$ cat config.mk
export PLATFORM = sky130hd
export DESIGN_NAME = bulls_cows_engine_flat
export DESIGN_NICKNAME = d
export VERILOG_FILES = /design/src/rtl/bc_pkg.sv /design/src/rtl/bulls_cows_engine_if.sv /design/src/rtl/bc_digit_cmp.sv /design/src/rtl/bulls_cows_engine.sv /design/src/flat_wrapper.sv
export SDC_FILE = /design/constraint.sdc
export NUM_CORES = 1
export LEC_CHECK = 0
export CAP_MARGIN = 30
export CORE_ASPECT_RATIO = 1.1
export CORE_MARGIN = 4
export CORE_UTILIZATION = 55
export CTS_CLUSTER_DIAMETER = 30
export DETAILED_ROUTE_END_ITERATION = 6
export GPL_ROUTABILITY_DRIVEN = 0
export PLACE_DENSITY = 0.81
export SLEW_MARGIN = 20
export SYNTH_ARGS = -nofsm -noshare
export SYNTH_HDL_FRONTEND = slang
export SYNTH_SLANG_ARGS = --single-unit
$ cat constraint.sdc
create_clock -name clk -period 6.1 [get_ports clk]
set_input_delay 1.22 -clock clk [delete_from_list [all_inputs] [get_ports clk]]
set_output_delay 1.22 -clock clk [all_outputs]
set_load 0.005 [all_outputs]
$ cat src/rtl/bc_pkg.sv
// Shared types, constants and width helpers for the bulls-and-cows engine.
package bc_pkg;

   typedef enum logic [1:0] {
      ST_IDLE,
      ST_PLAY,
      ST_SCORE,
      ST_DONE
   } state_e;

   localparam int unsigned          DIGIT_W = 4;
   localparam logic [DIGIT_W-1:0]   BCD_MAX = 4'd9;

   function automatic int unsigned bw_f(input int unsigned n);
      return $clog2(n + 1);
   endfunction

   function automatic int unsigned cw_f(input int unsigned n);
      return $clog2(n * (n - 1) + 1);
   endfunction

endpackage

$ cat src/rtl/bulls_cows_engine_if.sv
// Guess/score bus between the bulls-and-cows engine and its driver/display side.
interface bulls_cows_engine_if #(
   parameter int unsigned NUM_DIGITS = 3
);
   localparam int unsigned BW     = bc_pkg::bw_f(NUM_DIGITS);
   localparam int unsigned CW     = bc_pkg::cw_f(NUM_DIGITS);
   localparam int unsigned CODE_W = bc_pkg::DIGIT_W * NUM_DIGITS;

   logic [CODE_W-1:0] in_digits;
   logic              in_valid;
   logic              in_ready;
   logic              new_game;
   logic [BW-1:0]     bulls;
   logic [CW-1:0]     cows;
   logic              score_valid;
   logic              rejected;
   logic [7:0]        tries;
   logic              game_active;
   logic              game_won;
   logic              game_lost;
   logic [CODE_W-1:0] last_guess;

   modport slave (
      input  in_digits, in_valid, new_game,
      output in_ready, bulls, cows, score_valid, rejected, tries,
             game_active, game_won, game_lost, last_guess
   );

   modport master (
      output in_digits, in_valid, new_game,
      input  in_ready, bulls, cows, score_valid, rejected, tries,
             game_active, game_won, game_lost, last_guess
   );

endinterface

$ cat src/rtl/bc_digit_cmp.sv
// Scores one guess digit at position idx_i against the whole answer code.
module bc_digit_cmp
   import bc_pkg::*;
#(
   parameter int unsigned NUM_DIGITS = 3,
   parameter int unsigned BW         = bw_f(NUM_DIGITS)
) (
   input  logic [DIGIT_W-1:0]            g_digit_i,
   input  logic [BW-1:0]                 idx_i,
   input  logic [DIGIT_W*NUM_DIGITS-1:0] ans_i,
   output logic                          bull_o,
   output logic [BW-1:0]                 cow_o
);

   always_comb begin
      bull_o = 1'b0;
      cow_o  = '0;
      for (int unsigned j = 0; j < NUM_DIGITS; j++) begin
         if (ans_i[DIGIT_W*(NUM_DIGITS-1-j) +: DIGIT_W] == g_digit_i) begin
            if (idx_i == BW'(j)) bull_o = 1'b1;
            else                 cow_o  = cow_o + BW'(1);
         end
      end
   end

endmodule

$ cat src/rtl/bulls_cows_engine.sv
// Bulls-and-cows game engine: latches an answer, scores guesses one digit per cycle.
// Define BC_DUP_CHECK_EN to also refuse codes containing a repeated digit.
module bulls_cows_engine
   import bc_pkg::*;
#(
   parameter int unsigned NUM_DIGITS = 3,
   parameter int unsigned MAX_TRIES  = 10
) (
   input logic                clk,
   input logic                reset,
   bulls_cows_engine_if.slave bus
);

   localparam int unsigned BW     = bw_f(NUM_DIGITS);
   localparam int unsigned CW     = cw_f(NUM_DIGITS);
   localparam int unsigned CODE_W = DIGIT_W * NUM_DIGITS;

   state_e              state_q, state_d;
   logic [CODE_W-1:0]   answer_q, answer_d;
   logic [CODE_W-1:0]   guess_q, guess_d;
   logic [BW-1:0]       idx_q, idx_d;
   logic [BW-1:0]       bacc_q, bacc_d;
   logic [CW-1:0]       cacc_q, cacc_d;
   logic [BW-1:0]       bulls_q, bulls_d;
   logic [CW-1:0]       cows_q, cows_d;
   logic [7:0]          tries_q, tries_d;
   logic                won_q, won_d;
   logic                lost_q, lost_d;
   logic                score_valid_q, score_valid_d;
   logic                rejected_q, rejected_d;

   logic                code_ok;
   logic [7:0]          tries_inc;
   logic [DIGIT_W-1:0]  cur_digit;
   logic                cmp_bull;
   logic [BW-1:0]       cmp_cow;

   always_comb begin
      code_ok = 1'b1;
      for (int unsigned i = 0; i < NUM_DIGITS; i++) begin
         if (bus.in_digits[DIGIT_W*i +: DIGIT_W] > BCD_MAX) code_ok = 1'b0;
      end
`ifdef BC_DUP_CHECK_EN
      for (int unsigned i = 0; i < NUM_DIGITS; i++) begin
         for (int unsigned j = i + 1; j < NUM_DIGITS; j++) begin
            if (bus.in_digits[DIGIT_W*i +: DIGIT_W] == bus.in_digits[DIGIT_W*j +: DIGIT_W])
               code_ok = 1'b0;
         end
      end
`endif
   end

   // idx_q == NUM_DIGITS selects nothing; that extra cycle publishes the score.
   always_comb begin
      cur_digit = '0;
      for (int unsigned i = 0; i < NUM_DIGITS; i++) begin
         if (idx_q == BW'(i)) cur_digit = guess_q[DIGIT_W*(NUM_DIGITS-1-i) +: DIGIT_W];
      end
   end

   bc_digit_cmp #(
      .NUM_DIGITS (NUM_DIGITS)
   ) u_cmp (
      .g_digit_i (cur_digit),
      .idx_i     (idx_q),
      .ans_i     (answer_q),
      .bull_o    (cmp_bull),
      .cow_o     (cmp_cow)
   );

   assign tries_inc = (tries_q == 8'hFF) ? tries_q : tries_q + 8'd1;

   always_comb begin
      state_d       = state_q;
      answer_d      = answer_q;
      guess_d       = guess_q;
      idx_d         = idx_q;
      bacc_d        = bacc_q;
      cacc_d        = cacc_q;
      bulls_d       = bulls_q;
      cows_d        = cows_q;
      tries_d       = tries_q;
      won_d         = won_q;
      lost_d        = lost_q;
      score_valid_d = 1'b0;
      rejected_d    = 1'b0;

      if (bus.new_game) begin
         state_d  = ST_IDLE;
         answer_d = '0;
         guess_d  = '0;
         idx_d    = '0;
         bacc_d   = '0;
         cacc_d   = '0;
         bulls_d  = '0;
         cows_d   = '0;
         tries_d  = '0;
         won_d    = 1'b0;
         lost_d   = 1'b0;
      end else begin
         case (state_q)
            ST_IDLE: begin
               if (bus.in_valid) begin
                  if (!code_ok) begin
                     rejected_d = 1'b1;
                  end else begin
                     answer_d = bus.in_digits;
                     tries_d  = '0;
                     state_d  = ST_PLAY;
                  end
               end
            end
            ST_PLAY: begin
               if (bus.in_valid) begin
                  if (!code_ok) begin
                     rejected_d = 1'b1;
                  end else begin
                     guess_d = bus.in_digits;
                     idx_d   = '0;
                     bacc_d  = '0;
                     cacc_d  = '0;
                     state_d = ST_SCORE;
                  end
               end
            end
            ST_SCORE: begin
               if (idx_q == BW'(NUM_DIGITS)) begin
                  bulls_d       = bacc_q;
                  cows_d        = cacc_q;
                  score_valid_d = 1'b1;
                  tries_d       = tries_inc;
                  if (bacc_q == BW'(NUM_DIGITS)) begin
                     won_d   = 1'b1;
                     state_d = ST_DONE;
                  end else if (tries_inc == 8'(MAX_TRIES)) begin
                     lost_d  = 1'b1;
                     state_d = ST_DONE;
                  end else begin
                     state_d = ST_PLAY;
                  end
               end else begin
                  bacc_d = bacc_q + BW'(cmp_bull);
                  cacc_d = cacc_q + CW'(cmp_cow);
                  idx_d  = idx_q + BW'(1);
               end
            end
            ST_DONE: begin
               state_d = ST_DONE;
            end
            default: state_d = ST_IDLE;
         endcase
      end
   end

   always_ff @(posedge clk or posedge reset) begin
      if (reset) begin
         state_q       <= ST_IDLE;
         answer_q      <= '0;
         guess_q       <= '0;
         idx_q         <= '0;
         bacc_q        <= '0;
         cacc_q        <= '0;
         bulls_q       <= '0;
         cows_q        <= '0;
         tries_q       <= '0;
         won_q         <= 1'b0;
         lost_q        <= 1'b0;
         score_valid_q <= 1'b0;
         rejected_q    <= 1'b0;
      end else begin
         state_q       <= state_d;
         answer_q      <= answer_d;
         guess_q       <= guess_d;
         idx_q         <= idx_d;
         bacc_q        <= bacc_d;
         cacc_q        <= cacc_d;
         bulls_q       <= bulls_d;
         cows_q        <= cows_d;
         tries_q       <= tries_d;
         won_q         <= won_d;
         lost_q        <= lost_d;
         score_valid_q <= score_valid_d;
         rejected_q    <= rejected_d;
      end
   end

   assign bus.in_ready    = (state_q == ST_IDLE) || (state_q == ST_PLAY);
   assign bus.game_active = (state_q == ST_PLAY) || (state_q == ST_SCORE);
   assign bus.bulls       = bulls_q;
   assign bus.cows        = cows_q;
   assign bus.score_valid = score_valid_q;
   assign bus.rejected    = rejected_q;
   assign bus.tries       = tries_q;
   assign bus.game_won    = won_q;
   assign bus.game_lost   = lost_q;
   assign bus.last_guess  = guess_q;

endmodule

$ cat src/flat_wrapper.sv
// flat-port wrapper written by rule: the top's interface ports become plain ports
module bulls_cows_engine_flat import bc_pkg::*;
#(
   parameter int unsigned NUM_DIGITS = 3,
   parameter int unsigned MAX_TRIES  = 10
)
  (clk, reset, bus_in_digits, bus_in_valid, bus_new_game, bus_in_ready, bus_bulls, bus_cows, bus_score_valid, bus_rejected, bus_tries, bus_game_active, bus_game_won, bus_game_lost, bus_last_guess);
  bulls_cows_engine_if #(.NUM_DIGITS(NUM_DIGITS)) bus_i ();
  input logic clk;
  input logic reset;
  input wire logic [$bits(bus_i.in_digits)-1:0] bus_in_digits;
  input wire logic [$bits(bus_i.in_valid)-1:0] bus_in_valid;
  input wire logic [$bits(bus_i.new_game)-1:0] bus_new_game;
  output wire logic [$bits(bus_i.in_ready)-1:0] bus_in_ready;
  output wire logic [$bits(bus_i.bulls)-1:0] bus_bulls;
  output wire logic [$bits(bus_i.cows)-1:0] bus_cows;
  output wire logic [$bits(bus_i.score_valid)-1:0] bus_score_valid;
  output wire logic [$bits(bus_i.rejected)-1:0] bus_rejected;
  output wire logic [$bits(bus_i.tries)-1:0] bus_tries;
  output wire logic [$bits(bus_i.game_active)-1:0] bus_game_active;
  output wire logic [$bits(bus_i.game_won)-1:0] bus_game_won;
  output wire logic [$bits(bus_i.game_lost)-1:0] bus_game_lost;
  output wire logic [$bits(bus_i.last_guess)-1:0] bus_last_guess;
  assign bus_i.in_digits = bus_in_digits;
  assign bus_i.in_valid = bus_in_valid;
  assign bus_i.new_game = bus_new_game;
  assign bus_in_ready = bus_i.in_ready;
  assign bus_bulls = bus_i.bulls;
  assign bus_cows = bus_i.cows;
  assign bus_score_valid = bus_i.score_valid;
  assign bus_rejected = bus_i.rejected;
  assign bus_tries = bus_i.tries;
  assign bus_game_active = bus_i.game_active;
  assign bus_game_won = bus_i.game_won;
  assign bus_game_lost = bus_i.game_lost;
  assign bus_last_guess = bus_i.last_guess;
  bulls_cows_engine #(.NUM_DIGITS(NUM_DIGITS), .MAX_TRIES(MAX_TRIES)) u_core (.clk(clk), .reset(reset), .bus(bus_i));
endmodule
==> run metrics, run 1 <==
final worst-path cycle share=57.8%; FF-to-FF Start=u_core.idx_q[1]; Setup crit start kind=flip-flop; Synth Cell Area=0.00321 mm2; Clk pin slew, worst setup/hold paths=0.09 ns; Seq cells post-synth=50; number of enable flip-flop cells after synthesis=0; Min-Delay Endpoint=u_core.bus.game_won; # hold bufs at CTS=0; vias=2629; Fin. Hold Viols=0; H-tree levels=2; total CTS buffers=5; library cells used by synthesis=56; # port buffers=46; pin slew with the least headroom to its limit=0.636 ns; area share of the largest cell type after synthesis=39.0%; setup TNS=0 ns; top cells by area, synth=dfrtp_1 39%, mux2_1 7.0%, xor2_1 5.2%; Seq. cell area=0.00125 mm2; synth-to-layout area growth=19.0%; Syn Nets=368; dpl cells=445; DRC=0; die extent in x=80.8 um; Required @ worst endpoint=6.28 ns; CTS tree=done; core footprint=0.00550 mm2; crit path time final=3.52 ns; 1st-iter DRT viols=119; CTS Sinks=50; count of pins over their slew limit=0; crit path launch=u_core.idx_q[1]; Clock Latency Late Sink=0.30 ns; relative slew slack=57.6%; ant diodes=0; most frequent cells in the layout=50 x dfrtp_1, 46 x clkdlybuf4s50_1, 28 x nand2_1, 20 x a21oi_1, 20 x mux2_1; Min Hold Slack=0.507 ns; syn_area_per_cell=9.49 um2; final clock skew=0.0123 ns; r2r worst-path depth=16; outcome=finished clean; mean number of vias per cell=5.80; pwr dens=243 mW/mm2; PostCTS Resize Cnt=0; Site Rows=28; starting density of the core=58.3%; antenna violations before repair=0; commonest non-fill, non-tap cell in the layout=dfrtp_1; critical path class=reg -> reg; number of synthesis warnings=0; DR WL/cell=16.4 um; max-cap violations=0; Die Ht=88.1 um; Multi-input gate area=0.00181 mm2; clock buffer depth=2; Hold Path Stages=1; grt ovf=0; endpoint class of the critical path=flip-flop; vias in the first global route=2686; layout cells sized above 1=6.35%; CP arrival=3.70 ns; largest net degree at the start of global routing=29; non-filler cells, final=453; Setup Fix Bufs, Post-CTS=0; Worst Min Path Start=u_core.bus.game_won; # setup viols final=0; HP Class=reg -> reg; Root Driver=clkbuf_8; Boundary Pins=47; Max Clk Rate=284 MHz; RSZ-0062 raised after global routing=no; Mapped Cells=338; Fillers=444; drt total wl=7440 um; Max VDD drop=0.190 mV; Reg-to-Reg End=u_core.cacc_q[2]; FF-to-FF setup slack=2.58 ns; post-route ant nets=0; share of flip-flops with an asynchronous set or reset=100%; static leakage=1.68 nW; Placed Area=0.00372 mm2; GRT Total Usage=23.4%; die area=0.00712 mm2; nets=407; Primary FF master, synth=dfrtp_1; register area share after synthesis=39.0%; global-route wire length before repair=12800 um; post-DP HPWL=5640 um; Pre-antenna DRT Iters=4; CP max FO=13; area leader, netlist=dfrtp_1; Overall Power=0.000928 W; fin area=0.00381 mm2
[cells in the mapped netlist (all sizes together), types with 6 or more instances]
cell type	n
a21oi	20
buf	13
dfrtp	50
ha	13
inv	16
mux2	25
nand2	29
nand3	13
nor2	15
nor2b	17
nor3	6
nor4	6
o21ai	21
xnor2	12
xor2	19
[through the flow]
stage	setup WS (ns)	utilization [%]
2_1_floorplan	3.07	-
3_3_place_gp	2.58	66.9
3_5_place_dp	2.57	67.6
4_1_cts	2.56	69.4
5_1_grt	2.24	69.4
6_report	2.58	69.4
[critical path, stage by stage (launching register included)]
cell,delay [ns]
dfrtp_1,0.42
inv_1,0.10
ha_1,0.43
nand2b_1,0.10
nor4_1,0.20
o32a_1,0.20
a31oi_1,0.12
nor3_2,0.24
ha_1,0.28
mux2i_1,0.16
xnor2_1,0.11
ha_1,0.24
fa_1,0.41
nand3b_1,0.10
o21ai_0,0.09
a22oi_1,0.16
nor2_1,0.06
[sequential cells by signal, indices dropped and copies added, names as in the netlist]
name,flops
u_core.bus.cows,3
u_core.bus.score_valid,1
u_core.answer_q,12
u_core.bus.game_won,1
u_core.bus.rejected,1
u_core.bus.bulls,2
u_core.cacc_q,3
u_core.bus.tries,8
u_core.bus.game_lost,1
u_core.idx_q,2
u_core.bacc_q,2
u_core.state_q,2
u_core.bus.last_guess,12
[worst max path at each step]
| stage | slack (ns) | end | depth (start not counted) |
|---|---|---|---|
| 2_1_floorplan | 3.07 | u_core.cacc_q[2] | 17 |
| 3_3_place_gp | 2.58 | u_core.bus.last_guess[2] | 6 |
| 3_5_place_dp | 2.57 | u_core.cacc_q[2] | 16 |
| 4_1_cts | 2.56 | u_core.cacc_q[2] | 16 |
| 5_1_grt | 2.24 | u_core.cacc_q[2] | 17 |
| 6_report | 2.58 | u_core.cacc_q[2] | 16 |
[power breakdown]
group	internal, W	total (W)	leakage, nW	switching (W)
Sequential	0.000358	0.000407	0.670	0.0000489
Clock	0.0000914	0.000201	0.0472	0.000109
Combinational	0.000154	0.000320	0.959	0.000166
Total	0.000603	0.000928	1.68	0.000324
[layout make-up]
type,count,share of cell area (%)
multi-input cells,254,47.4
well taps,75,2.46
inverters,16,1.57
clock inverters,2,0.328
flip-flops and latches,50,32.8
repair buffers,50,13.3
clock buffers,6,2.16
[cells by family (layout without fill, tap and decap cells)]
kind of cell,Yosys count,in the layout,share of synthesized area (%)
AOI/OAI and AO/OA,75,75,14.9
xor gates and xnor gates,31,31,8.47
adders and majority gates,14,14,5.70
buffers and inverters,34,74,4.60
DFF,50,50,39.0
muxes,26,26,9.09
and+or+nand+nor,108,108,18.2
[metal layers]
layer	up-vias	global-route usage (%)	part of all wire [%]
met5	-	0	0
met4	0	8.45	2.0
met3	12	3.19	3.6
met2	60	40.6	51
met1	1279	29.8	44
li1	1278	-	-
Power figures use the tool's default switching activity.
==> run 2: changes to the inputs <==
CORE_UTILIZATION = 49   (was 55)
PLACE_DENSITY = 0.76   (was 0.81)
clock period = 3.18 ns   (was 6.1 ns; I/O delays follow)
==> run 2 against run 1 <==
Against the previous run:
- wire length rose by 8.6%
- sequential share of layout area fell by 2.4 points
- register-to-register slack got worse by 2.5 ns
- global-route usage fell by 2.1 points
- combinational power rose by 130%
- largest power group unchanged
- clock skew fell by 0.0012 ns
- worst setup slack got worse by 2.5 ns
- non-clock buffer count rose by 27
==> run metrics, run 2 (same netlist as run 1, synthesis figures left out) <==
outcome=finished clean; most frequent cells in the layout=49 x dfrtp_1, 46 x clkdlybuf4s50_1, 29 x buf_4, 27 x nand2_1; clock share of power=23.3%; global-route wire length before repair=13600 um; clock buffer depth=2; CTS Sinks=50; die area=0.00790 mm2; critical path class=reg -> reg; vias=2806; die extent in x=85.1 um; DRC=0; Site Rows=30; final worst-path cycle share=98.3%; # hold bufs at CTS=0; Required @ worst endpoint=3.37 ns; sw frac=34.1%; max-cap violations=0; relative slew slack=60.0%; vias in the first global route=2825; Overall Power=0.00195 W; fin area=0.00412 mm2; RSZ-0062 raised after global routing=yes; Die Ht=92.8 um; starting density of the core=51.2%; Root Driver=clkbuf_8; H-tree levels=2; Internal Pwr Total=0.00128 W; # port buffers=46; synth-to-layout area growth=28.3%; Boundary Pins=47; pwr dens=474 mW/mm2; GRT Total Usage=21.2%; HP Class=reg -> reg; post-DP HPWL=6010 um; pin slew with the least headroom to its limit=0.601 ns; static leakage=1.83 nW; count of pins over their slew limit=0; setup slack after layout=0.0548 ns; Placed Area=0.00388 mm2; post-route ant nets=0; nets=434; Clk pin slew, worst setup/hold paths=0.09 ns; core footprint=0.00627 mm2; layout cells sized above 1=15.3%; CTS tree=done; endpoint class of the critical path=flip-flop; grt ovf=0; commonest non-fill, non-tap cell in the layout=dfrtp_1; 1st-iter DRT viols=134; Max VDD drop=0.389 mV; Clock Latency Late Sink=0.30 ns; Seq pwr share=39.3%; Fillers=521; mean number of vias per cell=5.79; CP max FO=6; Pre-antenna DRT Iters=4; total CTS buffers=5; switching pwr=0.000666 W; antenna violations before repair=0; crit path time final=3.13 ns; final clock skew=0.0111 ns; Fin. Hold Viols=0; largest net degree at the start of global routing=27; # setup viols final=0; Max Clk Rate=320 MHz; CP arrival=3.32 ns; DR WL/cell=16.7 um; Setup crit start kind=flip-flop; FF-to-FF setup slack=0.05 ns; Logic pwr share=37.4%; final core occ=65.6%; pre-CTS setup slack=-0.0518 ns; drt total wl=8080 um; ant diodes=0
## run 2: cell count changes in the layout (fill, tap and decap cells not counted), sizes merged
cell | previous run | this run
bufinv | 0 | 1
buf | 4 | 31
clkinv | 1 | 0
## run 2: final cells by class
class,count,area [um2],share of cell area [%]
multi-input combinational,254,1880,45.7
sequential,50,1250,30.4
timing repair buffer,77,709,17.2
tap,80,100,2.43
clock buffer,6,72.6,1.76
inverter,16,62.6,1.52
clock inverter,2,37.5,0.912
## run 2: metrics by stage
stage                     hold slack (ns)  setup TNS (ns)  instances
after floorplan                     0.479               0        338
after global placement              0.485               0        470
after detailed placement            0.482         -0.0518        471
after CTS                           0.509               0        479
after global routing                0.539          -0.282        485
final                               0.507               0        485
## run 2: critical path, cell delays in order, from the launching register on
cell and delay, ns:
dfrtp_1 0.40, inv_2 0.09, ha_4 0.19, nand2_4 0.06, nor4_4 0.26, o32a_1 0.20
a31oi_2 0.10, nor3_2 0.23, ha_1 0.27, mux2i_1 0.17, xnor2_1 0.16, ha_2 0.22
fa_2 0.43, a22o_1 0.24
## run 2: per-layer routing
layer	track usage (%)	wire, um	part of all wire (%)	up-vias
met5	0	0	0	-
met4	6.99	260	3.2	0
met3	3.20	320	4.0	23
met2	37.4	4140	51	91
met1	26.4	3360	42	1352
li1	-	-	-	1340
## run 2: power by group through the flow
| stage | combinational, W | clock (W) | sequential, W |
|---|---|---|---|
| after floorplan | 0.000440 | 0 | 0.000753 |
| after global placement | 0.000660 | 0 | 0.000768 |
| after detailed placement | 0.000681 | 0 | 0.000771 |
| after CTS | 0.000698 | 0.000467 | 0.000761 |
| after global routing | 0.000810 | 0.000485 | 0.000774 |
| final | 0.000730 | 0.000454 | 0.000766 |
## run 2: what timing repair did
| item | CTS | global route |
|---|---|---|
| setup endpoints to repair | 1 | 2 |
| buffers inserted | 0 | 6 |
| pin swaps | 0 | 16 |
| gates resized for setup | 6 | 15 |
## run 2: path summary, 6_finish.rpt
kind,startpoint,end,depth (start not counted)
setup reg to reg,u_core.idx_q[1],u_core.cacc_q[1],13
hold reg to reg,u_core.bus.game_won,u_core.bus.game_won,1
max in group asynchronous,reset,u_core.idx_q[0],3
setup / recovery,u_core.idx_q[1],u_core.cacc_q[1],13
hold / removal,u_core.bus.game_won,u_core.bus.game_won,1
min in group asynchronous,reset,u_core.bus.tries[5],2
